==> config.mk <==
export PLATFORM = sky130hd
export DESIGN_NAME = mos6502_bus_timer
export DESIGN_NICKNAME = d
export VERILOG_FILES = /design/src/rtl/mos6502_bus_timer_pkg.sv /design/src/rtl/mos6502_timer_core.sv /design/src/rtl/mos6502_bus_timer.sv
export SDC_FILE = /design/constraint.sdc
export NUM_CORES = 1
export LEC_CHECK = 0
export BUFFER_PORTS_ARGS = -buffer_cell sky130_fd_sc_hd__buf_4
export CORE_MARGIN = 2
export CORE_UTILIZATION = 46
export CTS_CLUSTER_SIZE = 25
export DETAILED_ROUTE_END_ITERATION = 10
export GPL_ROUTABILITY_DRIVEN = 1
export GPL_TIMING_DRIVEN = 1
export PLACE_DENSITY_LB_ADDON = 0.05
export SLEW_MARGIN = 40
export SYNTH_ARGS = -nofsm -noshare
export SYNTH_HDL_FRONTEND = slang
export SYNTH_SLANG_ARGS = --single-unit
==> constraint.sdc <==
create_clock -name CLK -period 2.3 [get_ports CLK]
set_input_delay 0.46 -clock CLK [delete_from_list [all_inputs] [get_ports CLK]]
set_output_delay 0.46 -clock CLK [all_outputs]
set_load 0.03 [all_outputs]
==> src/rtl/mos6502_bus_timer_pkg.sv <==
// Shared register map, CTRL bit positions and bus FSM state type for the 6502 bus timer.
package mos6502_bus_timer_pkg;

    localparam logic [2:0] OFF_RELOAD_LO = 3'd0;
    localparam logic [2:0] OFF_RELOAD_HI = 3'd1;
    localparam logic [2:0] OFF_CTRL      = 3'd2;
    localparam logic [2:0] OFF_STAT      = 3'd3;
    localparam logic [2:0] OFF_SCRATCH   = 3'd4;

    localparam logic [1:0] CTRL_EN   = 2'd0;
    localparam logic [1:0] CTRL_CONT = 2'd1;
    localparam logic [1:0] CTRL_IE   = 2'd2;

    typedef enum logic [1:0] {
        StIdle   = 2'd0,
        StWait   = 2'd1,
        StAccess = 2'd2
    } bus_state_e;

endpackage

==> src/rtl/mos6502_timer_core.sv <==
// Timer datapath and register file: COUNT/RELOAD/HSNAP/CTRL/IF/SCRATCH plus underflow logic.
module mos6502_timer_core
    import mos6502_bus_timer_pkg::*;
(
    input  logic       CLK,
    input  logic       RST_N,
    input  logic       i_wr,
    input  logic       i_rd,
    input  logic [2:0] i_offset,
    input  logic [7:0] i_wdata,
    output logic [7:0] o_rdata,
    output logic       o_irq
);

    logic [15:0] r_count, r_reload;
    logic [7:0]  r_hsnap, r_scratch;
    logic [2:0]  r_ctrl;
    logic        r_if;

    logic [15:0] w_count_d, w_reload_d;
    logic [7:0]  w_hsnap_d, w_scratch_d;
    logic [2:0]  w_ctrl_d;
    logic        w_if_d;

    logic w_underflow, w_wr_lo, w_wr_hi, w_wr_ctrl, w_wr_stat, w_wr_scratch;

    assign w_underflow  = r_ctrl[CTRL_EN] & (r_count == 16'h0000);
    assign w_wr_lo      = i_wr & (i_offset == OFF_RELOAD_LO);
    assign w_wr_hi      = i_wr & (i_offset == OFF_RELOAD_HI);
    assign w_wr_ctrl    = i_wr & (i_offset == OFF_CTRL);
    assign w_wr_stat    = i_wr & (i_offset == OFF_STAT);
    assign w_wr_scratch = i_wr & (i_offset == OFF_SCRATCH);

    always_comb begin
        w_count_d   = r_count;
        w_reload_d  = r_reload;
        w_hsnap_d   = r_hsnap;
        w_scratch_d = r_scratch;
        w_ctrl_d    = r_ctrl;
        w_if_d      = r_if;

        if (w_wr_lo) w_reload_d[7:0] = i_wdata;
        if (w_wr_hi) w_reload_d[15:8] = i_wdata;

        if (r_ctrl[CTRL_EN]) begin
            if (!w_underflow)          w_count_d = r_count - 16'd1;
            else if (r_ctrl[CTRL_CONT]) w_count_d = r_reload;
            else                        w_count_d = 16'h0000;
        end
        // A high-byte write reloads COUNT and overrides any tick this cycle
        if (w_wr_hi) w_count_d = {i_wdata, r_reload[7:0]};

        if (w_wr_ctrl)                              w_ctrl_d = i_wdata[2:0];
        else if (w_underflow && !r_ctrl[CTRL_CONT]) w_ctrl_d[CTRL_EN] = 1'b0;

        if (w_underflow)                               w_if_d = 1'b1;
        else if (w_wr_hi || (w_wr_stat && i_wdata[0])) w_if_d = 1'b0;

        if (i_rd && (i_offset == OFF_RELOAD_LO)) w_hsnap_d = r_count[15:8];
        if (w_wr_scratch) w_scratch_d = i_wdata;
    end

    always_ff @(posedge CLK or negedge RST_N) begin
        if (!RST_N) begin
            r_count   <= 16'h0000;
            r_reload  <= 16'hFFFF;
            r_hsnap   <= 8'h00;
            r_scratch <= 8'h00;
            r_ctrl    <= 3'b000;
            r_if      <= 1'b0;
        end else begin
            r_count   <= w_count_d;
            r_reload  <= w_reload_d;
            r_hsnap   <= w_hsnap_d;
            r_scratch <= w_scratch_d;
            r_ctrl    <= w_ctrl_d;
            r_if      <= w_if_d;
        end
    end

    always_comb begin
        o_rdata = 8'h00;
        case (i_offset)
            OFF_RELOAD_LO: o_rdata = r_count[7:0];
            OFF_RELOAD_HI: o_rdata = r_hsnap;
            OFF_CTRL:      o_rdata = {5'b00000, r_ctrl};
            OFF_STAT:      o_rdata = {7'b0000000, r_if};
            OFF_SCRATCH:   o_rdata = r_scratch;
            default:       o_rdata = 8'h00;
        endcase
    end

    assign o_irq = r_if & r_ctrl[CTRL_IE];

endmodule

==> src/rtl/mos6502_bus_timer.sv <==
// 6502 bus responder: address decode and RDY wait-state FSM in front of the timer core.
module mos6502_bus_timer
    import mos6502_bus_timer_pkg::*;
#(
    parameter logic [15:0] BASE        = 16'hD000,
    parameter int unsigned WAIT_STATES = 1
) (
    input  logic        CLK,
    input  logic        RST_N,
    input  logic [15:0] ADDRESS,
    input  logic        RW,
    input  logic [7:0]  WDATA,
    output logic [7:0]  RDATA,
    output logic        DRIVE,
    output logic        RDY,
    output logic        IRQ
);

    // The IDLE cycle is itself the first RDY-low cycle, so WAIT covers the rest
    localparam logic [2:0] WS_INIT = (WAIT_STATES > 0) ? 3'(WAIT_STATES - 1) : 3'd0;

    bus_state_e r_state, w_state_d;
    logic [2:0] r_wcnt, w_wcnt_d;
    logic       w_sel, w_rdy, w_complete, w_commit;
    logic [7:0] w_core_rdata;

    assign w_sel = (ADDRESS[15:3] == BASE[15:3]);

    always_comb begin
        w_state_d  = r_state;
        w_wcnt_d   = r_wcnt;
        w_rdy      = 1'b1;
        w_complete = 1'b0;
        unique case (r_state)
            StIdle: begin
                if (w_sel) begin
                    if (WAIT_STATES == 0) begin
                        w_complete = 1'b1;
                    end else begin
                        w_rdy     = 1'b0;
                        w_wcnt_d  = WS_INIT;
                        w_state_d = (WS_INIT == 3'd0) ? StAccess : StWait;
                    end
                end
            end
            StWait: begin
                if (!w_sel) begin
                    w_state_d = StIdle;
                end else begin
                    w_rdy    = 1'b0;
                    w_wcnt_d = r_wcnt - 3'd1;
                    if (w_wcnt_d == 3'd0) w_state_d = StAccess;
                end
            end
            StAccess: begin
                w_complete = 1'b1;
                w_state_d  = StIdle;
            end
            default: w_state_d = StIdle;
        endcase
    end

    always_ff @(posedge CLK or negedge RST_N) begin
        if (!RST_N) begin
            r_state <= StIdle;
            r_wcnt  <= 3'd0;
        end else begin
            r_state <= w_state_d;
            r_wcnt  <= w_wcnt_d;
        end
    end

    assign w_commit = w_complete & RST_N;
    assign RDY      = w_rdy | ~RST_N;
    assign DRIVE    = w_commit & RW;
    assign RDATA    = DRIVE ? w_core_rdata : 8'h00;

    mos6502_timer_core u_core (
        .CLK      (CLK),
        .RST_N    (RST_N),
        .i_wr     (w_commit & ~RW),
        .i_rd     (w_commit & RW),
        .i_offset (ADDRESS[2:0]),
        .i_wdata  (WDATA),
        .o_rdata  (w_core_rdata),
        .o_irq    (IRQ)
    );

endmodule

# After elaboration in Yosys (flattened, before gate mapping)
# Cells that the tools add are included.
# word_totals
regBits	57
in_bits	27
output_inout_bits	11
word_cells	71
# classes
bitwise	13
n_eq_ne	10
n_reduce_logical	16
n_mux	20
n_addsub	2
# ops
operator	n
2-to-1 mux 16 bit	4
one-hot mux 8 bit (5 select lines)	1
zero test 16 bit	1
subtractor 16 x 1 -> 16 bit (second input constant)	1
== test 13 bit (second input constant)	1
AND 1 bit	10
2-to-1 mux 8 bit	1
nonzero test 2 bit	4
2-to-1 mux 1 bit	7
== test 3 x 2 -> 1 bit (second input constant)	2
zero test 3 bit	2
2-to-1 mux 2 bit	3
2-to-1 mux 3 bit	2
one-hot mux 3 bit (2 select lines)	1
inequality test 2 bit (second input constant)	2
one-hot mux 2 bit (2 select lines)	1
== test 3 x 1 -> 1 bit (second input constant)	1
== test 3 bit (second input constant)	1
logical AND 1 bit	3
inequality test 3 bit (second input constant)	1
AND reduction 3 bit	1
subtractor 3 x 1 -> 3 bit (second input constant)	1
== test 2 x 1 -> 1 bit (second input constant)	1
== test 2 bit (second input constant)	1
other kinds (7)	8

# Depth between registers and ports, before layout
# logic_depth
word_depth	9
depth_mapped	8
depth_no_buf	7

# Cells and area by module
# Synthesis repeated with hierarchy kept, for this count alone.
# hier_totals
cells_unflattened	294
hier_area_um2	2962.8
# by_module_without_submodules
module	n_inst	seq_area_each_um2	cells_each	area_each_um2
mos6502_timer_core	1	1321.3	274	2807.7
mos6502_bus_timer	1	25.0	20	155.1

# Worst setup path after synthesis
# OpenSTA, ideal clock, no wires.
# synth_timing
path_type	input -> output
start	in ADDRESS[2]
end	out RDATA[3]
path_stages	6
required_ns	1.840
t_arrival_ns	1.733
path_slack_ns	0.107
n_path_buf	2
cell_sequence	clkbuf_1 buf_1 mux2i_1 nor2_1 a21oi_1 nor2_1
# synth_via
elab_chain_cells	3
elab_cells_between_ends	7
cone_classes	4 x eq/ne; 2 x mux; 1 x reduce/logical
# synth_lines
element	line_no	text
start: declaration	mos6502_bus_timer.sv:10	input logic [15:0] ADDRESS,
== test 3 bit (tied with other cells)	mos6502_timer_core.sv:83	case (i_offset)
one-hot mux 8 bit (5 select lines) *	mos6502_timer_core.sv:83	
2-to-1 mux 8 bit *	mos6502_bus_timer.sv:76	assign RDATA = DRIVE ? w_core_rdata : 8'h00;
end: declaration	mos6502_bus_timer.sv:13	output logic [7:0] RDATA,
# Mark *: on every way between the ends. The rest lies on a longest branch, timed or not.

# Worst setup path after layout
# layout_timing
start	reg u_core.r_count[8]
end	reg u_core.r_count[9]
# layout_via
elab_chain_cells	5
elab_cells_between_ends	6
cone_classes	1 x add/sub; 3 x mux; 1 x bitwise; 1 x reduce/logical
# layout_lines
element	line_no	text
start: declaration	mos6502_timer_core.sv:15	logic [15:0] r_count, r_reload;
start signal: assignment	mos6502_timer_core.sv:72	r_count <= w_count_d;
branches (longest 2 deep; another with subtractor 16 x 1 -> 16 bit)	n/a	
2-to-1 mux 16 bit *	mos6502_timer_core.sv:46	if (!w_underflow) w_count_d = r_count - 16'd1;
2-to-1 mux 16 bit *	mos6502_timer_core.sv:45	if (r_ctrl[CTRL_EN]) begin
2-to-1 mux 16 bit *	mos6502_timer_core.sv:51	if (w_wr_hi) w_count_d = {i_wdata, r_reload[7:0]};
# Mark *: on every way between the ends. The select of a mux whose other input is x is not followed.
# A chain may end at the register's enable or synchronous reset.

==> impl_summary.md <==
Status
The flow ran to the end, and the final reports show no timing, DRC or antenna violations.

Setup path
STA puts the critical path data required time at 2530 ps. The endpoint class of the critical path is a register. STA classifies the critical path startpoint as a register. By startpoint and endpoint, the worst setup path is classified as register to register. The slowest cell on the critical path is sky130_fd_sc_hd__or4_1.

The largest stage delay on the critical path is 580 ps. For the worst flop-to-flop path, the logic depth is 5. At the worst endpoint, the arrival time is 2450 ps.

Of all nets on the critical path, the largest fanout is 4. The critical path goes through or4_1 -> or3_1 -> nor3b_2 -> mux2_2 -> o221ai_1.

Layout
Summing all flip-flop and latch instances after layout gives 1350 um2. The library cells used most frequently in the layout, excluding fill and tap cells, are sky130_fd_sc_hd__buf_4, sky130_fd_sc_hd__nand2_1, sky130_fd_sc_hd__dfrtp_1. Measured on the finished design, the core utilization comes to 58.2%. From synthesis to final layout, the design area changed by 21.4%. Cells with a size suffix above 1 make up 28.1% of the layout. The area of the multi-input gates is about 1500 um2.

The net count of the finished layout is about 370. The post-route cell area is 3460 um2. Fill cells in the final layout number 543. The number of diodes is 0. Leaving out fill and tap cells, the most frequent cell in the layout is sky130_fd_sc_hd__buf_4.

GRT
Global routing consumed, over all layers together, 22.6% of the routing resources. The number of global-route vias before repair is 2,162. Summed over all layers, the global routing overflow is 0. The maximum number of pins on one net before global-route repair is 53. The number of antenna violations at the first check in global routing was 0. The first global-routing pass estimated roughly 11,000 um of wire.

Yosys
In the synthesized netlist the dominant register cell turns out to be sky130_fd_sc_hd__dfrtp_1. Synthesis inferred 53 register bits. The average cell area after synthesis is 9.77 um2.

The synthesized net count is 320. By area, the combinational part of the netlist is dominated by simple AND/OR/NAND/NOR gates. The total of warnings raised by yosys is 0. The top cell type by total area after synthesis is sky130_fd_sc_hd__dfrtp_1. The combined area of all synthesized cells is 2850 um2. The synthesized-area fraction occupied by ao, oa, aoi and oai cells is 12.7%. In the post-synthesis netlist, the biggest area contributors are sky130_fd_sc_hd__dfrtp_1, sky130_fd_sc_hd__dfstp_2, sky130_fd_sc_hd__mux2_1, sky130_fd_sc_hd__nand2_1, sky130_fd_sc_hd__nor2_1. The share of Yosys cell area claimed by the top area cell type is about a third. The cell count after synthesis is between 200 and 300. The multiplexer share of the synthesized area is about 14%. Summing the areas of all and, or, nand and nor instances in the mapped netlist gives around 22% of the synthesized area. The number of enable-type register cells in the synthesized netlist is 0. The async set or reset register ratio after synthesis is 100%. The xor/xnor cell area share of the yosys netlist is 0.614%.

Summing the sequential cell areas from Yosys gives 47.2% of the chip area. Summing the areas of all fa, ha and maj instances in the mapped netlist gives 0.439% of the synthesized area. The number of different library cells in the post-synthesis netlist is 53.

Timing
For the pin with the worst max-slew slack, the measured transition is about 660 ps. The max-slew violation total from the final report was 0. Derived from the worst setup path, the maximum achievable clock frequency is about 450 MHz.

Setup repair after global routing left no endpoint under its margin. Summed over all failing endpoints, the final setup total negative slack is 0 ps. The final period demand of the worst path is around 2200 ps.

For the final database, setup skew stands at 8.49 ps. The total count of hold-check failures in the final report is 0. The final critical path takes up 96.7% of the cycle. Headroom to the max-slew limit came out at 55.8%.

The total of endpoints with negative setup slack in the final report is 0.

Drt
The first-pass detailed-route iteration total is 5. The detail-routed via count per cell is about 5.7. In the routed design, unresolved DRC markers number 0.

In this run, the number of DRC markers left after iteration 0 of detailed routing was 131. The via count of the routed design is 2,376. The post-detailed-route count of antenna-violating nets is 0. The detailed-route wire length is approximately 7400 um. The average detailed-routed wire length per instance is 17.8 um.

Floorplan
The initialized floorplan defines 28 standard-cell rows. In this run the standard cell core region covers 5960 um2. The horizontal die dimension is slightly above 80 um.

The floorplan step set the die height to 82.8 um. The initial utilization of the core area, before any placement, comes to between 40% and 50%. Pin placement for this block handled 38 I/O pins.

The die covers 6850 um2.

Placed design
The placed instances occupy a cell area of 3280 um2. The weighted congestion at the end of routability-driven global placement is around 0.91. During placement, the flow inserted port buffers numbering 37. Once detailed placement completed, the half-perimeter wirelength came to 5340 um.

Clock tree
The CTS tree is yes. The clock latency of the later-clocked register in the worst-skew pair is 310 ps. CTS saw 53 sinks. In this run the number of H-tree levels came out at 2. The library cell used as clock root buffer is sky130_fd_sc_hd__clkbuf_8. The number of buffers inserted during clock tree synthesis is 5. Counting along the longest clock path gives a buffer depth of 2.

After clock tree synthesis, the clock-pin slew on the worst setup and hold paths is 100 ps.

Power
For this design the static power due to leakage is ~0.0016 uW. The power per cell area is 485 nW/um2. The maximum ir drop on the vdd rail is 0.000350 V.

Job
Max-cap violations in this run came to 0.

Min path
The path class of the tightest hold or removal check is primary input to register. The worst hold path cell count is 3.
## critical path: cells and delay by family, from the launching register on
kind / cells / cell delay (ps)
flip-flops: 1 / 430
multiplexers: 1 / 360
AO/OA/AOI/OAI: 1 / 170
AND/OR/NAND/NOR: 3 / 1190
## metal layers
layer  vias to the layer above  global-route usage [%]  share of wire, %
li1                       1152                       -                 -
met1                      1139                    32.9                47
met2                        73                    35.3                46
met3                        12                    3.04               5.2
met4                         0                    6.56               1.7
met5                         -                       0                 0
## kinds of logic (layout without fill, tap and decap cells)
logic type	count (synthesis)	after routing
buffers and inverters	20	69
flip-flops	53	53
multiplexers	37	37
adder cells (fa/ha/maj)	1	1
XOR/XNOR	2	2
AO/OA/AOI/OAI	55	55
AND/OR/NAND/NOR	124	125
## area by class of cell
| cell class | instances | area share, % |
|---|---|---|
| multi-input cells | 220 | 42.3 |
| flip-flops and latches | 53 | 38.9 |
| repair buffers | 56 | 12.3 |
| well taps | 75 | 2.71 |
| clock buffers | 6 | 2.10 |
| clock inverters | 2 | 1.12 |
| inverters | 5 | 0.542 |
## path summary, 6_finish.rpt
check / start / slack [ps] / end
worst max-delay path: u_core.r_count[8]$_DFFE_PN0P_ / 80 / u_core.r_count[9]$_DFFE_PN0P_
worst min-delay path: WDATA[4] / 360 / u_core.r_reload[12]$_DFFE_PN1P_
worst max register to register: u_core.r_count[8]$_DFFE_PN0P_ / 80 / u_core.r_count[9]$_DFFE_PN0P_
worst min register to register: u_core.r_reload[10]$_DFFE_PN1P_ / 460 / u_core.r_reload[10]$_DFFE_PN1P_
max in group asynchronous: RST_N / 980 / u_core.r_scratch[0]$_DFFE_PN0P_
min in group asynchronous: RST_N / 480 / r_state[1]$_DFFE_PN0P_
## synthesized netlist by cell type, types with 5 or more instances
cell                       count
sky130_fd_sc_hd__clkbuf_1     11
sky130_fd_sc_hd__a22o_1        6
sky130_fd_sc_hd__a31oi_1       6
sky130_fd_sc_hd__mux2_1       26
sky130_fd_sc_hd__nor3_1        5
sky130_fd_sc_hd__nor2_1       30
sky130_fd_sc_hd__dfrtp_1      37
sky130_fd_sc_hd__or3_1         6
sky130_fd_sc_hd__nand2_1      48
sky130_fd_sc_hd__mux2i_1       9
sky130_fd_sc_hd__nand3_1       5
sky130_fd_sc_hd__o21ai_1       9
sky130_fd_sc_hd__dfstp_2      16
sky130_fd_sc_hd__a21oi_1      13
## state kept, by name, indices dropped and copies added (netlist names)
register          count
u_core.r_scratch      8
u_core.r_count       16
u_core.r_ctrl         3
u_core.r_if           1
u_core.r_hsnap        8
u_core.r_reload      16
r_state               1
## through the flow
| stage | hold WS, ps | total power (uW) | setup slack [ps] | cells |
|---|---|---|---|---|
| 2_1_floorplan | 164 | 980 | 107 | 292 |
| 3_3_place_gp | 269 | 1050 | 121 | 405 |
| 5_1_grt | 379 | 1730 | 5.99 | 417 |
| 4_1_cts | 303 | 1690 | 4.27 | 414 |
| 6_report | 362 | 1680 | 76.5 | 417 |
| 3_5_place_dp | 268 | 1050 | 16.7 | 405 |
## repair_timing
| item | in CTS | in global routing |
|---|---|---|
| pin swaps | 0 | 3 |
| hold buffers | 1 | 0 |
| endpoints found under the setup margin | 1 | 17 |
| cloned | 0 | 1 |
| gates resized for setup | 1 | 8 |
| buffers inserted | 0 | 2 |
| endpoints found under the hold margin | 1 | 0 |
## report_power, final
| group | switching [uW] | total (uW) | internal, uW |
|---|---|---|---|
| logic | 58.1 | 103 | 45.3 |
| registers | 1.19 | 935 | 934 |
| clock network | 313 | 641 | 327 |
Note: power is estimated with default switching activity, not from simulation.
